===== src/rtl/pc_sequencer.sv =====
// Multi-cycle IF/ID/EX/MEM/WB control FSM that owns the PC register's next-value input.
// The PC register has no enable, so every cycle without a PC update drives pc_cur back out.
module pc_sequencer #(
  parameter logic [31:0] EXC_VECTOR = 32'h0000_0080,
  parameter logic [5:0]  HALT_OP    = 6'b111111
) (
  input  logic        clk,
  input  logic        RST,
  input  logic [31:0] pc_cur,
  input  logic [31:0] instr,
  input  logic [31:0] rs_data,
  input  logic        zero,
  input  logic        mem_ready,
  output logic [31:0] pc_next,
  output logic        pc_write,
  output logic        ir_write,
  output logic [31:0] ir,
  output logic        mem_req,
  output logic        reg_write,
  output logic        exc,
  output logic        halted,
  output logic [2:0]  state
);

  localparam logic [5:0] OP_RTYPE = 6'b000000;
  localparam logic [5:0] OP_J     = 6'b000010;
  localparam logic [5:0] OP_JAL   = 6'b000011;
  localparam logic [5:0] OP_BEQ   = 6'b000100;
  localparam logic [5:0] OP_BNE   = 6'b000101;
  localparam logic [5:0] OP_LW    = 6'b100011;
  localparam logic [5:0] OP_SW    = 6'b101011;
  localparam logic [5:0] FN_JR    = 6'b001000;

  typedef enum logic [2:0] {
    ST_IF   = 3'd0,
    ST_ID   = 3'd1,
    ST_EX   = 3'd2,
    ST_MEM  = 3'd3,
    ST_WB   = 3'd4,
    ST_HALT = 3'd5
  } state_e;

  state_e      state_q, state_d;
  logic [31:0] ir_q, ir_d;

  logic [5:0]  opcode, funct;
  logic        is_branch, is_mem, is_alu_imm, branch_taken;
  logic [31:0] branch_target, jump_target;

  assign opcode     = ir_q[31:26];
  assign funct      = ir_q[5:0];
  assign is_branch  = (opcode == OP_BEQ) || (opcode == OP_BNE);
  assign is_mem     = (opcode == OP_LW) || (opcode == OP_SW);
  assign is_alu_imm = (opcode[5:3] == 3'b001);

  // pc_cur already points past the instruction once IF has completed.
  assign branch_taken  = (opcode == OP_BEQ) ? zero : !zero;
  assign branch_target = pc_cur + {{14{ir_q[15]}}, ir_q[15:0], 2'b00};
  assign jump_target   = {pc_cur[31:28], ir_q[25:0], 2'b00};

  always_comb begin
    // NOTE: every output gets a default first so no path through the case infers a latch.
    state_d   = state_q;
    ir_d      = ir_q;
    pc_next   = pc_cur;
    pc_write  = 1'b0;
    ir_write  = 1'b0;
    mem_req   = 1'b0;
    reg_write = 1'b0;
    exc       = 1'b0;
    halted    = 1'b0;

    case (state_q)
      ST_IF: begin
        ir_write = 1'b1;
        ir_d     = instr;
        pc_write = 1'b1;
        pc_next  = pc_cur + 32'd4;
        state_d  = ST_ID;
      end
      ST_ID: begin
        if (opcode == HALT_OP) begin
          state_d = ST_HALT;
        end else if (opcode == OP_J || opcode == OP_JAL) begin
          pc_write = 1'b1;
          pc_next  = jump_target;
          state_d  = (opcode == OP_JAL) ? ST_WB : ST_IF;
        end else if (opcode == OP_RTYPE && funct == FN_JR) begin
          pc_write = 1'b1;
          pc_next  = rs_data;
          state_d  = ST_IF;
        end else if (opcode == OP_RTYPE || is_branch || is_mem || is_alu_imm) begin
          state_d = ST_EX;
        end else begin
          exc      = 1'b1;
          pc_write = 1'b1;
          pc_next  = EXC_VECTOR;
          state_d  = ST_IF;
        end
      end
      ST_EX: begin
        if (is_branch) begin
          if (branch_taken) begin
            pc_write = 1'b1;
            pc_next  = branch_target;
          end
          state_d = ST_IF;
        end else if (is_mem) begin
          state_d = ST_MEM;
        end else begin
          state_d = ST_WB;
        end
      end
      ST_MEM: begin
        mem_req = 1'b1;
        if (mem_ready) state_d = (opcode == OP_LW) ? ST_WB : ST_IF;
      end
      ST_WB: begin
        reg_write = 1'b1;
        state_d   = ST_IF;
      end
      ST_HALT: halted = 1'b1;
      default: state_d = ST_IF;
    endcase

    // Reset abandons the instruction at once, without waiting for a clock edge.
    if (!RST) begin
      pc_next   = pc_cur;
      pc_write  = 1'b0;
      ir_write  = 1'b0;
      mem_req   = 1'b0;
      reg_write = 1'b0;
      exc       = 1'b0;
      halted    = 1'b0;
    end
  end

  // NOTE: sequential state uses non-blocking assignments so all registers update together.
  always_ff @(posedge clk or negedge RST) begin
    if (!RST) begin
      state_q <= ST_IF;
      ir_q    <= '0;
    end else begin
      state_q <= state_d;
      ir_q    <= ir_d;
    end
  end

  assign ir    = ir_q;
  assign state = state_q;

endmodule


===== config.mk =====
export PLATFORM = sky130hd
export DESIGN_NAME = pc_sequencer
export DESIGN_NICKNAME = d
export VERILOG_FILES = /design/src/rtl/pc_sequencer.sv
export SDC_FILE = /design/constraint.sdc
export NUM_CORES = 1
export LEC_CHECK = 0
export ABC_AREA = 0
export CORE_ASPECT_RATIO = 1.75
export CORE_MARGIN = 2
export CORE_UTILIZATION = 44
export CTS_CLUSTER_DIAMETER = 30
export CTS_CLUSTER_SIZE = 12
export DETAILED_ROUTE_END_ITERATION = 8
export PLACE_DENSITY = 0.8
export SYNTH_ARGS = -nofsm -noshare
export SYNTH_HDL_FRONTEND = slang
export SYNTH_SLANG_ARGS = --single-unit

===== constraint.sdc =====
create_clock -name clk -period 3.9 [get_ports clk]
set_input_delay 0.975 -clock clk [delete_from_list [all_inputs] [get_ports clk]]
set_output_delay 0.975 -clock clk [all_outputs]
set_load 0.1 [all_outputs]

==> flow_summary_export.csv, run 1 <==
group,metric,value,unit
logic_synthesis,synth.area.top_cells,"dfrtp_1 16%, nand2_1 11%, ha_1 7.0%, o21ai_0 5.6%, a21oi_1 5.2%",
logic_synthesis,synth_top_area_cell,"dfrtp_1",
floorplan,die_h,150.3,um
cts,cts_hold_buffers,0,
logic_synthesis,ys_ff_latch,35,
floorplan,start_util,44.81,%
logic_synthesis,netlist_top_cells_count,"164 x nand2_1, 60 x o21ai_0, 56 x a21oi_1",
placement,pre_cts_ws,-1.026,ns
logic_synthesis,synth.most_common_cell,"nand2_1",
grt,track_usage,63.87,%
placement,dp_hpwl,20.28,mm
cts,cts_root_buffer,"clkbuf_16",
status,lastStage,"global routing",
logic_synthesis,synth-async-reset-ratio,100.0,%
logic_synthesis,synth-main-ff-cell,"dfrtp_1",
status,outcome,"aborted with a tool error",
floorplan,dieWidth,87.58,um
cts,cts.sinks,35,
placement,place.gp.congestion,1.011,
logic_synthesis,synth_edf_count,0,
grt,grt_overflow,4,
logic_synthesis,synth_area,5379,um2
timing,worst-ep-kind,"primary output",
cts,cts_buffers,5,
cts,clockBufferDepth,2,
logic_synthesis,synth_cells,779,
logic_synthesis,yosys_warnings,0,
floorplan,ioPinCount,173,
logic_synthesis,postSynthAreaPerCell,6.905,um2
grt,grt_max_degree,37,
timing,crit_endpoint,"pc_next[30]",
logic_synthesis,synth_largest_type_area_fraction,16.28,%
cts,htreeDepth,2,
status,first-error,"[ERROR GRT-0232] Routing congestion too high. Check the congestion heatmap in the GUI.",
logic_synthesis,synth.distinct_cells,83,
floorplan,rows,53,
logic_synthesis,syn_nets,910,
placement,numPortBuffers,172,
placement,place_inst,1258,
logic_synthesis,synth_seq_area_share,16.28,%
[kinds of logic after synthesis]
kind of cell | count (synthesis) | share of synthesized area (%)
adder cells (fa/ha/maj) | 31 | 7.351
flip-flops | 35 | 16.28
multiplexers | 12 | 2.233
AND/OR/NAND/NOR | 339 | 30.94
AO/OA/AOI/OAI | 267 | 33.47
buffers and inverters | 68 | 5.327
XOR/XNOR | 27 | 4.396
[timing repair]
item                       in CTS
pin swaps                     108
buffers inserted               30
gates cloned                    1
gates resized for setup       218
setup endpoints to repair      29
[per-layer routing]
metal	track usage, %	overflow
met4	61.69	3
met1	62.26	0
met5	4.545	0
met2	85.87	1
met3	44.02	0
[metrics by stage]
stage	instance area, um2	utilization [%]
2_1_floorplan	5962	-
4_1_cts	10470	87.20
3_5_place_dp	9474	78.93
3_3_place_gp	9474	78.93
==> run 2, diff against run 1 <==
CORE_ASPECT_RATIO = default   (was 1.75)
CORE_UTILIZATION = 40   (was 44)
CTS_CLUSTER_DIAMETER = default   (was 30)
CTS_CLUSTER_SIZE = default   (was 12)
PLACE_DENSITY = default   (was 0.8)
PLACE_DENSITY_LB_ADDON = 0.15   (was default)
clock period = 5.07 ns   (was 3.9 ns; I/O delays follow)
==> flow_summary_export.csv, run 2 <==
group,metric,value,unit
floorplan,rows,42,
worst_setup_path,r2r_cells,4,
cts,cts_root_buffer,"clkbuf_16",
placement,placed_area,8579,um2
logic_synthesis,syn_nets,910,
detailed_routing,drc_errors,0,
finish,layout_commonest_cell,"nand2_1",
placement,numPortBuffers,172,
logic_synthesis,yosys_warnings,0,
power_and_ir_drop,powerDensity,125.5,nW/um2
worst_setup_path,rrSetupSlack,2.93,ns
finish,drive_gt1_share,28.16,%
logic_synthesis,netlist_top_cells_count,"164 x nand2_1, 60 x o21ai_0, 56 x a21oi_1",
timing,max_slew.worst_pin.slew,0.9838,ns
grt,track_usage,33.70,%
power_and_ir_drop,ir_drop,0.1093,mV
logic_synthesis,synth-async-reset-ratio,100.0,%
finish,final_cell_mix,"162 x nand2_1, 132 x buf_4, 110 x clkdlybuf4s50_1",
finish,largest_register_ffs,32,
worst_setup_path,critPathLaunch,"pc_cur[2]",
logic_synthesis,synth_seq_area_share,16.28,%
floorplan,start_util,40.78,%
worst_setup_path,path_max_fanout,2,
logic_synthesis,postSynthAreaPerCell,6.905,um2
cts,cts_buffers,5,
finish,n_fill_cell,1081,
detailed_routing,via_per_inst,6.101,
detailed_routing,vias,7401,
timing,finalSetupViolCount,0,
finish,multi_input_area,4830,um2
status,outcome,"finished, final reports clean",
detailed_routing,wl_per_cell,20.31,um
finish,ff_latch_area,877.1,um2
logic_synthesis,synth.most_common_cell,"nand2_1",
power_and_ir_drop,power,1151,uW
timing,rsz0062_at_grt,"yes",
timing,finalHoldViolCount,0,
cts,clock_latency,0.30,ns
finish,areaGrowthSynthToFinish,70.50,%
cts,clkSlewWorstSetupHoldPaths,0.06,ns
logic_synthesis,synth_largest_type_area_fraction,16.28,%
logic_synthesis,synth_area,5379,um2
power_and_ir_drop,power_switching_share,37.93,%
worst_setup_path,r2r-start,"state[2]$_DFFE_PN0P_",
cts,clockBufferDepth,2,
floorplan,die-area,14390,um2
timing,period_share,98.60,%
placement,dp_hpwl,19.13,mm
logic_synthesis,synth.area.top_cells,"dfrtp_1 16%, nand2_1 11%, ha_1 7.0%, o21ai_0 5.6%, a21oi_1 5.2%",
power_and_ir_drop,p_clk_share,28.5,%
floorplan,ioPinCount,173,
worst_setup_path,rr_endpoint,"ir[22]$_DFFE_PN0P_",
detailed_routing,drt_iter0_markers,798,
timing,timing.final.crit_period,4.999,ns
job,maxCapViolCount,0,
floorplan,dieWidth,120.0,um
power_and_ir_drop,p_switching,436.5,uW
logic_synthesis,synth-main-ff-cell,"dfrtp_1",
detailed_routing,drtAntennaViolNets,0,
worst_setup_path,cp-endpoint,"pc_next[30]",
timing,tns,0,ns
timing,drv_slew,0,
worst_setup_path,crit_type,"input port to primary output",
logic_synthesis,synth_edf_count,0,
timing,fmax,200.0,MHz
power_and_ir_drop,power_frac_comb,47.2,%
logic_synthesis,synth.distinct_cells,83,
logic_synthesis,synth_top_area_cell,"dfrtp_1",
logic_synthesis,ys_ff_latch,35,
worst_setup_path,end_kind,"primary output",
power_and_ir_drop,p_int,714.4,uW
cts,cts.sinks,35,
cts,htreeDepth,2,
timing,slew_headroom,34.21,%
finish,final_area,9171,um2
power_and_ir_drop,power_frac_seq,24.3,%
placement,place.gp.congestion,0.9674,
grt,grt_max_degree,39,
grt,grt_overflow,0,
floorplan,fp.coreArea,13190,um2
floorplan,die_h,120.0,um
grt,grt_pass1_vias,7200,
worst_setup_path,cp-start-kind,"input port",
detailed_routing,wirelength,24.64,mm
worst_setup_path,cp.arrival,3.73,ns
finish,final_nets,1167,
logic_synthesis,synth_cells,779,
worst_setup_path,cp_data_required_time,3.80,ns
worst_hold_path,hold_class,"register to register",
grt,grt_pass1_wl,38.57,mm
timing,finClkSkew,0.008864,ns
finish,diodes,0,
cts,cts_tree,"yes",
detailed_routing,dr.pass1.iters,7,
grt,antenna_found_initial,0,
power_and_ir_drop,p_leak,0.003765,uW
==> run 2: cell counts after synthesis <==
Identical to the previous run, type by type.
==> run 2: final cells by class <==
| class | count | area share, % |
|---|---|---|
| clock inverters | 3 | 0.2592 |
| clock buffers | 5 | 1.364 |
| inverters | 16 | 0.6548 |
| repair buffers | 302 | 33.10 |
| multi-input cells | 676 | 52.66 |
| well taps | 176 | 2.401 |
| flip-flops and latches | 35 | 9.563 |
==> run 2: how the worst min path moves through the flow <==
stage | endpoint | cells after the start | startpoint | slack, ns
2_1_floorplan | ir[15]$_DFFE_PN0P_ | 2 | ir[15]$_DFFE_PN0P_ | 0.90
3_3_place_gp | ir[18]$_DFFE_PN0P_ | 2 | ir[18]$_DFFE_PN0P_ | 0.49
3_5_place_dp | ir[18]$_DFFE_PN0P_ | 2 | ir[18]$_DFFE_PN0P_ | 0.50
4_1_cts | ir[18]$_DFFE_PN0P_ | 2 | ir[18]$_DFFE_PN0P_ | 0.51
5_1_grt | ir[18]$_DFFE_PN0P_ | 2 | ir[18]$_DFFE_PN0P_ | 0.53
6_report | ir[18]$_DFFE_PN0P_ | 2 | ir[18]$_DFFE_PN0P_ | 0.52
==> run 2: metal layers <==
layer	part of all wire, %	routed length (um)	GRT usage (%)
met5	0	0	0
met4	3.2	779	13.31
met3	8.0	1970	5.513
met2	47	11590	54.01
met1	42	10310	45.15
==> run 2: power by group through the flow <==
| stage | logic (uW) | clock network (uW) | registers [uW] |
|---|---|---|---|
| floorplan | 256 | 0 | 285 |
| global placement | 502 | 0 | 284 |
| detailed placement | 507 | 0 | 284 |
| CTS | 527 | 332 | 279 |
| global route | 572 | 341 | 279 |
| finish | 543 | 328 | 279 |
==> run 2: metrics by stage <==
step | instances | util [%] | hold slack [ns] | setup WS (ns)
after floorplan | 779 | - | 0.8985 | -0.7145
after global placement | 1195 | 65.04 | 0.4937 | -0.4491
after detailed placement | 1195 | 65.04 | 0.4958 | -0.4900
after CTS | 1208 | 68.24 | 0.5114 | -0.006846
after global routing | 1213 | 69.53 | 0.5340 | -0.02646
final | 1213 | 69.53 | 0.5160 | 0.07119
==> run 2: repair_timing <==
item | CTS | global route
buffers inserted | 5 | 5
pin swaps | 37 | 28
hold buffers | 0 | 0
hold endpoints to repair | 0 | 0
resized for setup | 66 | 33
setup endpoints to repair | 21 | 20
==> run 2: cell families (layout without fill, tap and decap cells) <==
kind of cell | count (synthesis) | after routing | share of synthesized area (%)
AO/OA/AOI/OAI | 267 | 267 | 33.47
XOR/XNOR | 27 | 27 | 4.396
multiplexers | 12 | 12 | 2.233
flip-flops | 35 | 35 | 16.28
buffers and inverters | 68 | 326 | 5.327
adder cells (fa/ha/maj) | 31 | 31 | 7.351
AND/OR/NAND/NOR | 339 | 339 | 30.94
==> run 2: critical path: stages <==
cell       delay (ns)
buf_6            0.10
ha_4             0.15
inv_2            0.05
fa_2             0.22
nor2b_4          0.05
o31a_1           0.29
o31ai_4          0.23
a21oi_2          0.12
a311oi_4         0.30
buf_4            0.19
o22ai_2          0.09
xnor2_1          0.14
o211ai_1         0.26
clkbuf_16        0.26
Power figures use the tool's default switching activity.
